## src/rtl/can_pkg.sv

```systemverilog
// Shared constants, state encoding and the CRC-15 step function for the CAN RX checker.
package can_pkg;

  localparam logic [14:0] CRC15_POLY = 15'h4599;

  localparam int ID_A_LEN  = 11;
  localparam int ID_B_LEN  = 18;
  localparam int DLC_LEN   = 4;
  localparam int CRC_LEN   = 15;
  localparam int STUFF_RUN = 5;

  typedef enum logic [2:0] {
    IDLE,
    ARB_A,
    CTRL,
    ARB_B,
    DLC_F,
    DATA,
    CRC_F,
    CRC_DEL
  } rx_state_t;

  // One serial CRC-15 step: feedback is the incoming bit xor the register MSB.
  function automatic logic [14:0] crc15_next(input logic [14:0] crc, input logic b);
    logic fb;
    fb = b ^ crc[14];
    return {crc[13:0], 1'b0} ^ (fb ? CRC15_POLY : 15'h0000);
  endfunction

endpackage

```

## src/rtl/can_crc15_step.sv

```systemverilog
// Serial CRC-15 LFSR; clr restarts from zero and may coincide with the first fed bit.
module can_crc15_step
  import can_pkg::*;
(
  input  logic        clk,
  input  logic        rst_n,
  input  logic        en,
  input  logic        clr,
  input  logic        bit_in,
  output logic [14:0] crc
);

  // Advance the LFSR by one bit, starting from zero when clr accompanies the bit.
  always_ff @(posedge clk or negedge rst_n) begin
    if (!rst_n) begin
      crc <= '0;
    end else if (en) begin
      crc <= crc15_next(clr ? 15'h0000 : crc, bit_in);
    end else if (clr) begin
      crc <= '0;
    end
  end

endmodule

```

## src/rtl/can_rx_frame_check.sv

```systemverilog
// CAN 2.0A/B receive frame checker: destuffs sampled bits, tracks fields SOF..CRC
// delimiter, recomputes CRC-15 and flags CRC, stuff and delimiter-form errors.
module can_rx_frame_check
  import can_pkg::*;
#(
  parameter int IDLE_BITS = 11
) (
  input  logic        clk,
  input  logic        rst_n,
  input  logic        bit_val,
  input  logic        bit_strb,
  output logic        busy,
  output logic [28:0] frame_id,
  output logic        ide,
  output logic        rtr,
  output logic [3:0]  dlc,
  output logic [7:0]  byte_out,
  output logic        byte_vld,
  output logic        crc_ok,
  output logic        crc_err,
  output logic        stuff_err,
  output logic        form_err
);

  localparam int IW = $clog2(IDLE_BITS + 1);
  localparam logic [IW-1:0] IDLE_MAX = IW'(IDLE_BITS);

  rx_state_t   state, state_n;
  logic [IW-1:0] idle_cnt, idle_cnt_n;
  logic [4:0]  fld_cnt, fld_cnt_n;
  logic [6:0]  data_cnt, data_cnt_n;
  logic [2:0]  run_cnt, run_cnt_n;
  logic        run_val, run_val_n;
  logic [7:0]  byte_sh, byte_sh_n;
  logic [28:0] frame_id_n;
  logic        ide_n, rtr_n, busy_n;
  logic [3:0]  dlc_n;
  logic [7:0]  byte_out_n;
  logic        byte_vld_n, crc_ok_n, crc_err_n, stuff_err_n, form_err_n;
  logic        crc_en, crc_clr, abort;
  logic [14:0] crc;
  logic [6:0]  data_len;

  can_crc15_step u_crc (
    .clk    (clk),
    .rst_n  (rst_n),
    .en     (crc_en),
    .clr    (crc_clr),
    .bit_in (bit_val),
    .crc    (crc)
  );

  // Data field length in bits; DLC values above 8 still carry 8 bytes.
  assign data_len = dlc[3] ? 7'd64 : {1'b0, dlc[2:0], 3'b000};

  // Next-state logic: idle detection, destuffing, field sequencing and result flags.
  always_comb begin
    state_n     = state;
    idle_cnt_n  = idle_cnt;
    fld_cnt_n   = fld_cnt;
    data_cnt_n  = data_cnt;
    run_cnt_n   = run_cnt;
    run_val_n   = run_val;
    byte_sh_n   = byte_sh;
    frame_id_n  = frame_id;
    ide_n       = ide;
    rtr_n       = rtr;
    dlc_n       = dlc;
    byte_out_n  = byte_out;
    busy_n      = busy;
    byte_vld_n  = 1'b0;
    crc_ok_n    = 1'b0;
    crc_err_n   = 1'b0;
    stuff_err_n = 1'b0;
    form_err_n  = 1'b0;
    crc_en      = 1'b0;
    crc_clr     = 1'b0;
    abort       = 1'b0;
    if (bit_strb) begin
      if (state == IDLE) begin
        if (bit_val) begin
          if (idle_cnt != IDLE_MAX) idle_cnt_n = idle_cnt + 1'b1;
        end else if (idle_cnt == IDLE_MAX) begin
          // SOF: restart CRC with the SOF bit already fed, run of one dominant bit
          state_n    = ARB_A;
          busy_n     = 1'b1;
          crc_clr    = 1'b1;
          crc_en     = 1'b1;
          fld_cnt_n  = '0;
          run_cnt_n  = 3'd1;
          run_val_n  = 1'b0;
          frame_id_n = '0;
          ide_n      = 1'b0;
          rtr_n      = 1'b0;
          dlc_n      = '0;
        end else begin
          idle_cnt_n = '0;
        end
      end else if (run_cnt == 3'(STUFF_RUN)) begin
        // Stuff bit slot: must differ from the run, never reaches CRC or fields
        if (bit_val == run_val) begin
          stuff_err_n = 1'b1;
          abort       = 1'b1;
        end else begin
          run_val_n = bit_val;
          run_cnt_n = 3'd1;
        end
      end else if (state == CRC_DEL) begin
        if (bit_val) begin
          crc_ok_n  = (crc == 15'h0000);
          crc_err_n = (crc != 15'h0000);
        end else begin
          form_err_n = 1'b1;
        end
        abort = 1'b1;
      end else begin
        if (bit_val == run_val) begin
          run_cnt_n = run_cnt + 3'd1;
        end else begin
          run_val_n = bit_val;
          run_cnt_n = 3'd1;
        end
        crc_en    = 1'b1;
        fld_cnt_n = fld_cnt + 5'd1;
        case (state)
          ARB_A: begin
            frame_id_n = {frame_id[27:0], bit_val};
            if (fld_cnt == 5'(ID_A_LEN - 1)) begin
              state_n   = CTRL;
              fld_cnt_n = '0;
            end
          end
          CTRL: begin
            if (fld_cnt == 5'd0) begin
              rtr_n = bit_val;
            end else if (fld_cnt == 5'd1) begin
              ide_n = bit_val;
              if (bit_val) begin
                state_n   = ARB_B;
                fld_cnt_n = '0;
              end
            end else begin
              state_n   = DLC_F;
              fld_cnt_n = '0;
            end
          end
          ARB_B: begin
            if (fld_cnt < 5'(ID_B_LEN)) begin
              frame_id_n = {frame_id[27:0], bit_val};
            end else if (fld_cnt == 5'(ID_B_LEN)) begin
              rtr_n = bit_val;
            end else if (fld_cnt == 5'(ID_B_LEN + 2)) begin
              state_n   = DLC_F;
              fld_cnt_n = '0;
            end
          end
          DLC_F: begin
            dlc_n = {dlc[2:0], bit_val};
            if (fld_cnt == 5'(DLC_LEN - 1)) begin
              fld_cnt_n  = '0;
              data_cnt_n = '0;
              state_n    = (rtr || dlc_n == 4'd0) ? CRC_F : DATA;
            end
          end
          DATA: begin
            byte_sh_n  = {byte_sh[6:0], bit_val};
            data_cnt_n = data_cnt + 7'd1;
            fld_cnt_n  = '0;
            if (data_cnt[2:0] == 3'd7) begin
              byte_out_n = byte_sh_n;
              byte_vld_n = 1'b1;
            end
            if (data_cnt == data_len - 7'd1) state_n = CRC_F;
          end
          CRC_F: begin
            if (fld_cnt == 5'(CRC_LEN - 1)) begin
              state_n   = CRC_DEL;
              fld_cnt_n = '0;
            end
          end
          default: ;
        endcase
      end
      if (abort) begin
        state_n    = IDLE;
        idle_cnt_n = '0;
        busy_n     = 1'b0;
        run_cnt_n  = '0;
      end
    end
  end

  // State and output registers; reset aborts any frame in progress without a flag.
  always_ff @(posedge clk or negedge rst_n) begin
    if (!rst_n) begin
      state     <= IDLE;
      idle_cnt  <= '0;
      fld_cnt   <= '0;
      data_cnt  <= '0;
      run_cnt   <= '0;
      run_val   <= 1'b0;
      byte_sh   <= '0;
      frame_id  <= '0;
      ide       <= 1'b0;
      rtr       <= 1'b0;
      dlc       <= '0;
      byte_out  <= '0;
      busy      <= 1'b0;
      byte_vld  <= 1'b0;
      crc_ok    <= 1'b0;
      crc_err   <= 1'b0;
      stuff_err <= 1'b0;
      form_err  <= 1'b0;
    end else begin
      state     <= state_n;
      idle_cnt  <= idle_cnt_n;
      fld_cnt   <= fld_cnt_n;
      data_cnt  <= data_cnt_n;
      run_cnt   <= run_cnt_n;
      run_val   <= run_val_n;
      byte_sh   <= byte_sh_n;
      frame_id  <= frame_id_n;
      ide       <= ide_n;
      rtr       <= rtr_n;
      dlc       <= dlc_n;
      byte_out  <= byte_out_n;
      busy      <= busy_n;
      byte_vld  <= byte_vld_n;
      crc_ok    <= crc_ok_n;
      crc_err   <= crc_err_n;
      stuff_err <= stuff_err_n;
      form_err  <= form_err_n;
    end
  end

endmodule
```

## config.mk

```make
export PLATFORM = sky130hd
export DESIGN_NAME = can_rx_frame_check
export DESIGN_NICKNAME = d
export VERILOG_FILES = /design/src/rtl/can_pkg.sv /design/src/rtl/can_crc15_step.sv /design/src/rtl/can_rx_frame_check.sv
export SDC_FILE = /design/constraint.sdc
export NUM_CORES = 1
export LEC_CHECK = 0
export BUFFER_PORTS_ARGS = -buffer_cell sky130_fd_sc_hd__buf_4
export CAP_MARGIN = 20
export CORE_ASPECT_RATIO = 2
export CORE_MARGIN = 4
export CORE_UTILIZATION = 38
export DETAILED_ROUTE_END_ITERATION = 6
export SLEW_MARGIN = 40
export SYNTH_ARGS = -nofsm -noshare
export SYNTH_HDL_FRONTEND = slang
export SYNTH_SLANG_ARGS = --single-unit
```

## constraint.sdc

```tcl
create_clock -name clk -period 3 [get_ports clk]
set_clock_uncertainty 0.1 [all_clocks]
set_input_delay 0 -clock clk [delete_from_list [all_inputs] [get_ports clk]]
set_output_delay 0 -clock clk [all_outputs]
set_load 0.02 [all_outputs]
```

==> out/results.md, run 1 <==
| Metric | Value |
|:---|:---|
| Number of nets with antenna violations after routing | 0 |
| Max VDD drop | 442.8 uV |
| Top-level I/O count | 53 |
| Via density | 5.521 |
| Fraction of final layout cells with drive strength greater than 1 | 19.80% |
| Area growth, synth to finish | 18.21% |
| TritonCTS Buffers | 9 |
| Top cells by area in the synthesized netlist | dfrtp_1 52%, a22o_1 6.4%, nand2_1 6.3% |
| Cell area after synthesis | 0.004534 mm^2 |
| Core area | 0.01170 mm^2 |
| Dominant delay contributor by cell family on the critical path | simple AND/OR/NAND/NOR gates |
| Result of the run | complete, no violations |
| Initial DRC count | 159 |
| Crit path buf inv count | 0 |
| Leading cell type by number of instances after synthesis | dfrtp_1 |
| Setup violations, final | 0 |
| Number of cells produced by synthesis | 448 |
| Leakage power of the design | 2.541 nW |
| Die boundary width | 85.24 um |
| Sum of routed wire length over all layers | 10840 um |
| Critical path cell sequence | and3b_1 -> a22oi_1 -> nand2_1 -> nor3_1 -> nor2_1 -> a221o_1 |
| Final setup TNS | 0 ns |
| Async SR Flop Fraction | 100.0% |
| Fill cell instance count of the final layout | 1097 |
| Distinct cells, synth | 58 |
| Synthesized netlist net count | 462 |
| Power density over the cells | 964.3 mW/mm^2 |
| Detailed-routing iteration count for the pre-antenna-repair pass | 4 |
| Maximum number of pins on one net before global-route repair | 60 |
| Number of enable-type register cells in the synthesized netlist | 0 |
| RSZ-0062 raised after global routing | false |
| Highest net fanout along the worst path | 18 |
| Clock tree from TritonCTS | done |
| Critical path endpoint category | flop |
| Starting density of the core | 38.75% |
| # clock sinks | 94 |
| Die Y-Extent | 162.5 um |
| Worst Setup Start Kind | flop |
| Placed Area | 0.005036 mm^2 |
| H-tree depth | 3 |
| Reg clk slew, reported paths | 0.07 ns |
| Final estimated routing congestion in global placement | 0.8387 |
| Leftover overflow at the end of global routing | 0 |
| Max capacitance violation total | 0 |
| Clk_lat worst skew | 0.35 ns |
| Slowest stage delay, CP | 0.75 ns |
| Buffers from clock root to sink, at most | 2 |
| Top cells by instance count after synthesis | 94 x dfrtp_1, 76 x nand2_1, 33 x a22o_1, 28 x a21oi_1, 25 x o21ai_0 |
| Number of antenna repair diodes | 0 |
| Maximum clock frequency | 0.3899 GHz |
| HP Class | in2async |
| Arrival time at the worst endpoint | 2.70 ns |
| Worst path required time | 3.13 ns |
| Final Critical Period | 2.565 ns |
| Register bit total from synthesis | 94 |
| Routed via count | 3561 |
| Proportion of power drawn by the clock network | 21.4% |
| Worst slew margin relative to its limit | 45.70% |
| Die Footprint | 0.01385 mm^2 |
| Dpl hpwl | 7672 um |
| Fraction of post-synthesis cell area in the top cell type by area | 51.88% |
| Number of antenna violations at the first check in global routing | 0 |
| Number of global-route vias before repair | 3588 |
| Overall track demand over capacity in global routing | 16.34% |
| Power Internal | 3.027 mW |
| Worst setup path category | reg2reg |
| Hold Vio Cnt, Final | 0 |
| Share of the yosys chip area belonging to registers | 51.88% |
| Worst hold slack | 0.09040 ns |
| First-pass GRT wire length | 18160 um |
| Yosys warnings | 0 |
| Power share of the sequential group | 40.2% |
| Placement Rows | 56 |
| Switching pwr | 2.142 mW |
| Final-report max-slew violation count | 0 |
| Comb pwr share | 38.3% |
| Cell type with the largest total area after synthesis | dfrtp_1 |
| Final clock period utilization by the worst path | 85.49% |
| Switching part of the total | 41.44% |
| Quantity of I/O buffers inserted on ports | 52 |
| Root Buffer Master | clkbuf_16 |
| Critical-path cell with the highest stage delay | dfrtp_1 |
| DRC violation count after routing | 0 |
| Main synth FF type | dfrtp_1 |
| Number of nets in the final layout | 509 |
| WL per Instance | 16.81 um |
| Final std cell area, no fill | 0.005360 mm^2 |
| Slew of the pin with the lowest slew margin | 0.8145 ns |
| Mean instance size in the synthesized netlist | 10.12 um^2 |
path summary, 6_finish.rpt:
| check | startpoint | end | slack, ns | cells past startpoint |
|---|---|---|---|---|
| min reg2reg | byte_sh[6]$_DFFE_PN0P_ | byte_sh[6]$_DFFE_PN0P_ | 0.37 | 2 |
| max in group asynchronous | rst_n | stuff_err$_DFF_PN0_ | 2.02 | 3 |
| max | state[0]$_DFFE_PN0P_ | fld_cnt[3]$_DFFE_PN0P_ | 0.44 | 6 |
| max reg2reg | state[0]$_DFFE_PN0P_ | fld_cnt[3]$_DFFE_PN0P_ | 0.44 | 6 |
| min | rst_n | byte_out[4]$_DFFE_PN0P_ | 0.09 | 2 |
| min in group clk | byte_sh[6]$_DFFE_PN0P_ | byte_sh[6]$_DFFE_PN0P_ | 0.37 | 2 |
state kept, by name, summed over array words and instances (netlist names):
name,flops
run_val,1
ide,1
fld_cnt,5
stuff_err,1
byte_sh,7
state,3
byte_vld,1
frame_id,29
u_crc.crc,15
byte_out,8
data_cnt,7
crc_ok,1
run_cnt,3
busy,1
dlc,4
crc_err,1
rtr,1
idle_cnt,4
form_err,1
cell usage in the layout (no fill, tap or decap), types with 4 or more instances in the layout:
master,synthesis,final
o31ai_1,5,5
nor2b_1,4,4
nand2_1,76,76
nor4_1,7,6
inv_1,13,13
xor2_1,4,4
xnor2_1,9,9
a31oi_1,4,4
and3_1,4,4
a21oi_1,28,28
nand3_1,7,7
clkbuf_16,0,9
o21ai_0,25,25
nand2b_1,5,5
nand4_1,5,5
ha_1,10,10
a22o_1,33,33
dfrtp_1,94,94
buf_4,1,58
nor2_1,15,15
nor3_1,19,18
mux2_2,14,14
cell families after synthesis:
logic type               Yosys count  share of synthesized area [%]
AO/OA/AOI/OAI                    114                          17.55
buffers and inverters             39                          4.029
multiplexers                      15                          3.698
XOR/XNOR                          13                          2.511
AND/OR/NAND/NOR                  163                          17.58
adder cells (fa/ha/maj)           10                          2.759
flip-flops                        94                          51.88
metrics by stage:
step | total power [mW] | worst slack [ns] | instances | util [%]
final | 5.169 | 0.4352 | 645 | 45.81
after global placement | 4.010 | 0.5354 | 626 | 43.04
after floorplan | 3.473 | 0.7022 | 448 | -
after global routing | 5.550 | 0.2731 | 645 | 45.81
after CTS | 5.208 | 0.4958 | 645 | 45.78
after detailed placement | 4.080 | 0.5091 | 626 | 43.04
final cells by class:
cell class	instances	area (um^2)	share of cell area (%)
Clock buffer	9	225.2	4.202
Clock inverter	7	65.06	1.214
Multi-Input combinational cell	315	2011	37.51
Tap cell	145	181.4	3.385
Sequential cell	94	2352	43.88
Inverter	13	48.80	0.9104
Timing Repair Buffer	62	476.7	8.894
metal layers:
metal	track usage, %	share of wire, %	wire, um	vias to the layer above
li1	-	-	-	1696
met1	18.28	39	4191	1775
met2	29.71	55	5947	66
met3	3.089	3.6	389	24
met4	6.844	2.9	312	0
met5	0	0	0	-
power groups by stage:
stage / combinational [mW] / clock [mW] / sequential [mW]
final: 1.98 / 1.11 / 2.08
after floorplan: 1.47 / 0 / 2.00
after detailed placement: 1.98 / 0 / 2.10
after CTS: 2.00 / 1.13 / 2.08
after global placement: 1.93 / 0 / 2.08
after global routing: 2.22 / 1.19 / 2.14
what timing repair did:
action,in CTS,in global routing
hold buffers,3,0
hold endpoints to repair,62,0
gates resized for setup,0,0
setup endpoints to repair,0,0
buffers inserted,0,0
(Power assumes the default switching activity.)
==> run 2: changes to the inputs <==
--- a/config.mk
+++ b/config.mk
@@ -5,6 +5,7 @@
 export SDC_FILE = /design/constraint.sdc
 export NUM_CORES = 1
 export LEC_CHECK = 0
+export ABC_AREA = 1
 export BUFFER_PORTS_ARGS = -buffer_cell sky130_fd_sc_hd__buf_4
 export CAP_MARGIN = 20
 export CORE_ASPECT_RATIO = 2
==> out/results.md, run 2 <==
| Metric | Value | vs previous |
|:---|:---|:---|
| Result of the run | complete, no violations | unchanged |
| Main combinational cell family by area after synthesis | simple AND/OR/NAND/NOR gates | unchanged |
| Total length of routed met2 wires | 6156 um | was 5947 um |
| Fraction of post-synthesis cell area in the top cell type by area | 50.55% | was 51.88% |
| Largest Register | frame_id | unchanged |
| Dpl hpwl | 8048 um | was 7672 um |
| Max capacitance violation total | 0 | unchanged |
| Share of the synthesized netlist area taken by xor and xnor gates | 1.506% | was 2.511% |
| Yosys warnings | 0 | unchanged |
| Final estimated routing congestion in global placement | 0.8732 | was 0.8387 |
| Mean instance size in the synthesized netlist | 8.445 um^2 | was 10.12 um^2 |
| Die Footprint | 0.01419 mm^2 | was 0.01385 mm^2 |
| Detailed-routing iteration count for the pre-antenna-repair pass | 4 | unchanged |
| Max VDD drop | 494.9 uV | was 442.8 uV |
| Setup violations, final | 0 | unchanged |
| Compound-gate portion of the synthesized area | 11.45% | was 17.55% |
| Seq. cell area | 0.002352 mm^2 | unchanged |
| Leftover overflow at the end of global routing | 0 | unchanged |
| Final clock period utilization by the worst path | 78.34% | was 85.49% |
| Leading cell type by number of instances after synthesis | nand2_1 | was dfrtp_1 |
| Share of the yosys chip area belonging to registers | 50.55% | was 51.88% |
| Most common library cell in the layout ignoring fill and taps | nand2_1 | was dfrtp_1 |
| Cell type with the largest total area after synthesis | dfrtp_1 | unchanged |
| Number of antenna violations at the first check in global routing | 0 | unchanged |
| Distinct cells, synth | 35 | was 58 |
| Slew of the pin with the lowest slew margin | 0.7180 ns | was 0.8145 ns |
| Biggest registers after layout | frame_id: 29 flops, u_crc.crc: 15 flops, byte_out: 8 flops | unchanged |
| Worst Setup Start Kind | flop | unchanged |
| Number of cells produced by synthesis | 551 | was 448 |
| Top cells by area in the synthesized netlist | dfrtp_1 51%, nand2_1 11%, inv_1 6.7% | was dfrtp_1 52%, a22o_1 6.4%, nand2_1 6.3% |
| Dominant delay contributor by cell family on the critical path | simple AND/OR/NAND/NOR gates | unchanged |
| Setup ws final | 0.6498 ns | was 0.4352 ns |
| # clock sinks | 94 | unchanged |
| Die Y-Extent | 164.5 um | was 162.5 um |
| Power share of the sequential group | 35.9% | was 40.2% |
| Post-CTS Repair Setup Buffers | 0 | unchanged |
| Die boundary width | 86.25 um | was 85.24 um |
| Hold Vio Cnt, Final | 0 | unchanged |
| TritonCTS Buffers | 9 | unchanged |
| Final cell utilization of the core | 45.62% | was 45.81% |
| Routed via count | 3759 | was 3561 |
| Final-report max-slew violation count | 0 | unchanged |
| Overall track demand over capacity in global routing | 16.12% | was 16.34% |
| Total area of multi-input combinational cells | 0.001874 mm^2 | was 0.002011 mm^2 |
| Main synth FF type | dfrtp_1 | unchanged |
| Clock tree from TritonCTS | done | unchanged |
| Post_cts resized | 0 | unchanged |
| Highest net fanout along the worst path | 15 | was 18 |
| Reg clk slew, reported paths | 0.07 ns | about the same |
| Async SR Flop Fraction | 100.0% | unchanged |
| Maximum number of pins on one net before global-route repair | 78 | was 60 |
| Fill cell instance count of the final layout | 1179 | was 1097 |
| Critical path endpoint category | flop | unchanged |
| DRC violation count after routing | 0 | unchanged |
| First-pass GRT wire length | 18210 um | was 18160 um |
| Wire length the detailed router placed on met1 | 4122 um | was 4191 um |
| Met3 wire length | 198 um | was 389 um |
| Fraction of final layout cells with drive strength greater than 1 | 16.37% | was 19.80% |
| Slowest stage delay, CP | 0.54 ns | was 0.75 ns |
| Cell area after synthesis | 0.004653 mm^2 | was 0.004534 mm^2 |
| Placement Rows | 57 | was 56 |
| Placed Area | 0.005154 mm^2 | was 0.005036 mm^2 |
| Top cells by instance count after synthesis | 133 x nand2_1, 94 x dfrtp_1, 83 x inv_1, 41 x nand3_1, 36 x o22ai_1 | was 94 x dfrtp_1, 76 x nand2_1, 33 x a22o_1, 28 x a21oi_1, 25 x o21ai_0 |
| Number of antenna repair diodes | 0 | unchanged |
| Sum of routed wire length over all layers | 10830 um | was 10840 um |
| Register bit total from synthesis | 94 | unchanged |
| Proportion of power drawn by the clock network | 19.7% | was 21.4% |
| Top library cells by usage in the layout, fill and taps aside | 133 x nand2_1, 94 x dfrtp_1, 83 x inv_1 | was 94 x dfrtp_1, 76 x nand2_1, 58 x buf_4 |
| Number of nets in the final layout | 620 | was 509 |
| Cts-stage hold buffer count | 4 | was 3 |
| Switching part of the total | 44.28% | was 41.44% |
| Comb pwr share | 44.3% | was 38.3% |
| Buffers from clock root to sink, at most | 2 | unchanged |
| HP Class | in2async | unchanged |
| Power density over the cells | 1051 mW/mm^2 | was 964.3 mW/mm^2 |
| Highest metal layer with signal wires | met4 | unchanged |
| Quantity of I/O buffers inserted on ports | 52 | unchanged |
| Multiplexer fraction of the synthesized cell area | 1.667% | was 3.698% |
| Post-synthesis simple-gate area fraction | 22.96% | was 17.58% |
| Root Buffer Master | clkbuf_16 | unchanged |
| Switching pwr | 2.560 mW | was 2.142 mW |
| Flip-flop count of the largest register, all copies and words added | 29 | unchanged |
| H-tree depth | 3 | unchanged |
| Final std cell area, no fill | 0.005499 mm^2 | was 0.005360 mm^2 |
| Worst setup path category | reg2reg | unchanged |
| Power Internal | 3.220 mW | was 3.027 mW |
| Critical path cell sequence | inv_2 -> nand2_4 -> nand2_4 -> nor2_2 -> nand2_2 -> nor2_2 -> mux2_2 | was and3b_1 -> a22oi_1 -> nand2_1 -> nor3_1 -> nor2_1 -> a221o_1 |
| Overall power | 5.780 mW | was 5.169 mW |
| Worst slew margin relative to its limit | 52.13% | was 45.70% |
| Worst path required time | 3.13 ns | about the same |
| Crit path buf inv count | 1 | was 0 |
| Via density | 4.959 | was 5.521 |
| Core area | 0.01205 mm^2 | was 0.01170 mm^2 |
| Pre-CTS setup slack | 0.6664 ns | was 0.5091 ns |
| Critical-path cell with the highest stage delay | dfrtp_1 | unchanged |
| Initial DRC count | 195 | was 159 |
| Area growth, synth to finish | 18.18% | was 18.21% |
| Final Critical Period | 2.350 ns | was 2.565 ns |
| Final setup TNS | 0 ns | unchanged |
| Number of nets with antenna violations after routing | 0 | unchanged |
| WL per Instance | 14.28 um | was 16.81 um |
| Arrival time at the worst endpoint | 2.48 ns | was 2.70 ns |
| Leakage power of the design | 2.849 nW | was 2.541 nW |
| Number of global-route vias before repair | 3874 | was 3588 |
| Number of enable-type register cells in the synthesized netlist | 0 | unchanged |
| RSZ-0062 raised after global routing | false | unchanged |
| Clk_lat worst skew | 0.35 ns | about the same |
| Maximum clock frequency | 0.4255 GHz | was 0.3899 GHz |
| Synthesized netlist net count | 565 | was 462 |
| Top-level I/O count | 53 | unchanged |
| Starting density of the core | 38.61% | was 38.75% |
| Adder-cell area share of the yosys netlist | 2.689% | was 2.759% |
-- run 2: cell types whose count changed after synthesis, sizes merged, moves of 14 or more --
cell	delta
a21oi	-18
a22o	-33
o21ai	+14
nor2	+28
nor3	-16
inv	+72
o22ai	+35
nand3	+34
nand2	+65
-- run 2: metrics by stage --
stage                     std cells  hold slack (ns)
final                           758           0.1349
after global routing            758           0.2045
after CTS                       758           0.1818
after detailed placement        738         -0.01757
after global placement          738           0.1132
after floorplan                 551          -0.3956
-- run 2: final cells by class --
type                    instances  area share [%]
repair buffers                 60           8.441
well taps                     147           3.345
flip-flops and latches         94           42.78
multi-input cells             356           34.08
clock buffers                   9           4.096
clock inverters                 7           1.456
inverters                      85           5.802
-- run 2: power groups by stage --
stage / Clock (mW) / Combinational [mW] / Sequential (mW)
floorplan: 0 / 1.64 / 2.23
global placement: 0 / 2.51 / 2.09
detailed placement: 0 / 2.57 / 2.10
CTS: 1.17 / 2.58 / 2.08
global route: 1.22 / 2.91 / 2.14
finish: 1.14 / 2.56 / 2.08
-- run 2: kinds of logic (layout without fill, tap and decap cells) --
family	after synthesis	count (layout)
buffers and inverters	101	161
DFF	94	94
AOI/OAI and AO/OA	91	91
and+or+nand+nor	240	240
adders and majority gates	10	10
xor gates and xnor gates	8	8
muxes	7	7
-- run 2: worst paths after layout --
check,depth (start not counted),start,slack [ns],endpoint
hold / removal,2,rst_n,0.13,run_val$_DFFE_PN0P_
setup / recovery,7,state[2]$_DFFE_PN0P_,0.65,byte_out[2]$_DFFE_PN0P_
hold reg to reg,1,byte_out[1]$_DFFE_PN0P_,0.41,byte_out[1]$_DFFE_PN0P_
min in group clk,1,byte_out[1]$_DFFE_PN0P_,0.41,byte_out[1]$_DFFE_PN0P_
setup reg to reg,7,state[2]$_DFFE_PN0P_,0.65,byte_out[2]$_DFFE_PN0P_
max in group asynchronous,3,rst_n,2.00,frame_id[28]$_DFFE_PN0P_
-- run 2: routing by layer --
| metal | vias up | global-route usage, % |
|---|---|---|
| li1 | 1891 | - |
| met1 | 1797 | 16.62 |
| met2 | 48 | 30.85 |
| met3 | 23 | 2.746 |
| met4 | 0 | 7.305 |
| met5 | - | 0 |
==> run 3: changes to the inputs <==
--- a/config.mk
+++ b/config.mk
@@ -5,7 +5,7 @@
 export SDC_FILE = /design/constraint.sdc
 export NUM_CORES = 1
 export LEC_CHECK = 0
-export ABC_AREA = 1
+export ABC_AREA = 0
 export BUFFER_PORTS_ARGS = -buffer_cell sky130_fd_sc_hd__buf_4
 export CAP_MARGIN = 20
 export CORE_ASPECT_RATIO = 2
==> constraint.sdc (replaced) <==
create_clock -name clk -period 2.06 [get_ports clk]
set_clock_uncertainty 0.1 [all_clocks]
set_input_delay 0 -clock clk [delete_from_list [all_inputs] [get_ports clk]]
set_output_delay 0 -clock clk [all_outputs]
set_load 0.02 [all_outputs]
==> out/results.md, run 3 (synthesis results as in run 1) <==
| Metric | Value | vs previous |
|:---|:---|:---|
| H-tree depth | 3 | unchanged |
| HP Class | in2reg | was in2async |
| Setup ws final | -0.1423 ns | was 0.6498 ns |
| Slowest stage delay, CP | 0.40 ns | was 0.54 ns |
| Total area of multi-input combinational cells | 0.002323 mm^2 | was 0.001874 mm^2 |
| Number of global-route vias before repair | 4161 | was 3874 |
| Via density | 5.376 | was 4.959 |
| Clk_lat worst skew | 0.35 ns | about the same |
| Quantity of I/O buffers inserted on ports | 52 | unchanged |
| Root Buffer Master | clkbuf_16 | unchanged |
| Maximum clock frequency | 0.4541 GHz | was 0.4255 GHz |
| Detailed-routing iteration count for the pre-antenna-repair pass | 4 | unchanged |
| Sum of routed wire length over all layers | 12700 um | was 10830 um |
| TritonCTS Buffers | 9 | unchanged |
| Die Y-Extent | 162.5 um | was 164.5 um |
| Register-to-register setup slack | -0.14 ns | was 0.65 ns |
| Clock tree from TritonCTS | done | unchanged |
| Final clock period utilization by the worst path | 106.9% | was 78.34% |
| Overall track demand over capacity in global routing | 18.77% | was 16.12% |
| Core area | 0.01170 mm^2 | was 0.01205 mm^2 |
| Starting density of the core | 38.75% | was 38.61% |
| Worst hold slack | 0.04757 ns | was 0.1349 ns |
| Leftover overflow at the end of global routing | 0 | unchanged |
| Reg clk slew, reported paths | 0.07 ns | about the same |
| Worst setup path category | reg2reg | unchanged |
| Placed Area | 0.005603 mm^2 | was 0.005154 mm^2 |
| Top-level I/O count | 53 | unchanged |
| Biggest registers after layout | frame_id: 29 flops, u_crc.crc: 15 flops, byte_out: 8 flops | unchanged |
| Most common library cell in the layout ignoring fill and taps | buf_4 | was nand2_1 |
| Top library cells by usage in the layout, fill and taps aside | 135 x buf_4, 92 x dfrtp_1, 74 x nand2_1 | was 133 x nand2_1, 94 x dfrtp_1, 83 x inv_1 |
| WL per Instance | 17.35 um | was 14.28 um |
| Area growth, synth to finish | 40.67% | was 18.18% |
| Result of the run | finished with violations | was complete, no violations |
| First-pass GRT wire length | 20660 um | was 18210 um |
| Routed via count | 3935 | was 3759 |
| Most frequent cell on the critical path | buf_4 |  |
| Setup violations, final | 36 | was 0 |
| Fraction of final layout cells with drive strength greater than 1 | 39.35% | was 16.37% |
| Die Footprint | 0.01385 mm^2 | was 0.01419 mm^2 |
| Fill cell instance count of the final layout | 1031 | was 1179 |
| Slew of the pin with the lowest slew margin | 0.6590 ns | was 0.7180 ns |
| Flip-flop count of the largest register, all copies and words added | 29 | unchanged |
| R2R Path Start | fld_cnt[0]$_DFFE_PN0P_ | was state[2]$_DFFE_PN0P_ |
| Overall power | 9.279 mW | was 5.780 mW |
| DRC violation count after routing | 0 | unchanged |
| Number of nets in the final layout | 596 | was 620 |
| Largest Register | frame_id | unchanged |
| Number of cells traversed by the worst hold path | 3 |  |
| Seq. cell area | 0.002355 mm^2 | was 0.002352 mm^2 |
| Hold Vio Cnt, Final | 0 | unchanged |
| Highest net fanout along the worst path | 3 | was 15 |
| Critical path cell sequence | buf_4 -> ha_2 -> nor4b_4 -> buf_4 -> o21ai_1 -> a21oi_1 -> and3b_1 -> o21a_2 -> mux2_4 | was inv_2 -> nand2_4 -> nand2_4 -> nor2_2 -> nand2_2 -> nor2_2 -> mux2_2 |
| Power density over the cells | 1455 mW/mm^2 | was 1051 mW/mm^2 |
| Worst path required time | 2.19 ns | was 3.13 ns |
| Worst Hold Launch | bit_strb |  |
| Critical-path cell with the highest stage delay | dfrtp_1 | unchanged |
| Critical path endpoint category | flop | unchanged |
| Violated checks | negative setup slack |  |
| Number of nets with antenna violations after routing | 0 | unchanged |
| Max VDD drop | 712.2 uV | was 494.9 uV |
| Worst Setup Start Kind | flop | unchanged |
| Leakage power of the design | 3.029 nW | was 2.849 nW |
| RSZ-0062 raised after global routing | true | was false |
| Critical R2R Capture | state[0]$_DFFE_PN0P_ | was byte_out[2]$_DFFE_PN0P_ |
| Arrival time at the worst endpoint | 2.33 ns | was 2.48 ns |
| Initial DRC count | 242 | was 195 |
| Buffers from clock root to sink, at most | 2 | unchanged |
| Final-report max-slew violation count | 0 | unchanged |
| Maximum number of pins on one net before global-route repair | 50 | was 78 |
| Final Critical Period | 2.202 ns | was 2.350 ns |
| Die boundary width | 85.24 um | was 86.25 um |
| Placement Rows | 56 | was 57 |
| Count of cells along the worst register-to-register path | 9 | was 7 |
| Dpl hpwl | 8786 um | was 8048 um |
| Final std cell area, no fill | 0.006379 mm^2 | was 0.005499 mm^2 |
| Number of antenna repair diodes | 0 | unchanged |
| Number of antenna violations at the first check in global routing | 0 | unchanged |
| Worst slew margin relative to its limit | 56.06% | was 52.13% |
| Max capacitance violation total | 0 | unchanged |
| Final estimated routing congestion in global placement | 0.9506 | was 0.8732 |
| Endpoint of the worst hold path | idle_cnt[3]$_DFFE_PN0P_ |  |
| # clock sinks | 94 | unchanged |
-- run 3: cell type report --
| type | count | share of cell area, % |
|---|---|---|
| clock buffer | 9 | 3.531 |
| clock inverter | 7 | 1.177 |
| inverter | 13 | 0.7650 |
| multi-input combinational | 318 | 36.43 |
| sequential | 94 | 36.92 |
| tap | 145 | 2.844 |
| timing repair buffer | 146 | 18.34 |
-- run 3: critical path, delay by kind of cell (launching register included) --
kind | cells | cell delay [ns]
multiplexers | 1 | 0.31
AND/OR/NAND/NOR | 2 | 0.42
buffers and inverters | 2 | 0.29
AO/OA/AOI/OAI | 3 | 0.39
flip-flops | 1 | 0.40
adder cells (fa/ha/maj) | 1 | 0.18
-- run 3: worst max path at each step --
stage / startpoint / endpoint / slack [ns] / depth (start not counted)
2_1_floorplan: dlc[3]$_DFFE_PN0P_ / state[0]$_DFFE_PN0P_ / -0.20 / 8
3_3_place_gp: dlc[3]$_DFFE_PN0P_ / state[2]$_DFFE_PN0P_ / -0.17 / 8
3_5_place_dp: dlc[3]$_DFFE_PN0P_ / state[0]$_DFFE_PN0P_ / -0.24 / 8
4_1_cts: dlc[3]$_DFFE_PN0P_ / state[0]$_DFFE_PN0P_ / -0.11 / 8
5_1_grt: fld_cnt[0]$_DFFE_PN0P_ / state[0]$_DFFE_PN0P_ / -0.28 / 8
6_report: fld_cnt[0]$_DFFE_PN0P_ / state[0]$_DFFE_PN0P_ / -0.14 / 9
-- run 3: routing by layer --
metal / vias up / GRT usage [%] / wire length, um
li1: 1882 / - / -
met1: 1934 / 19.79 / 4675
met2: 91 / 34.67 / 7062
met3: 28 / 3.443 / 470
met4: 0 / 9.582 / 491
met5: - / 0 / 0
-- run 3: what timing repair did --
action                                 in CTS  in global routing
hold buffers                                2                  0
setup endpoints to repair                  49                 72
endpoints found under the hold margin      49                  0
resized for setup                          51                 28
pin swaps                                  32                 24
cloned                                      3                  0
setup buffers                               7                 11
-- run 3: per-stage QoR --
| step | setup TNS, ns | setup slack [ns] | util, % | cells |
|---|---|---|---|---|
| floorplan | -4.164 | -0.2043 | - | 448 |
| detailed placement | -4.154 | -0.2368 | 47.88 | 696 |
| global placement | -2.225 | -0.1723 | 47.88 | 696 |
| CTS | -1.134 | -0.1145 | 53.04 | 724 |
| global route | -3.860 | -0.2801 | 54.51 | 732 |
| finish | -1.732 | -0.1423 | 54.51 | 732 |
-- run 3: where the power goes --
part / internal [mW] / total, mW / switching, mW
combinational: 2.32 / 4.73 / 2.41
clock: 0.861 / 1.66 / 0.803
sequential: 2.35 / 2.89 / 0.542
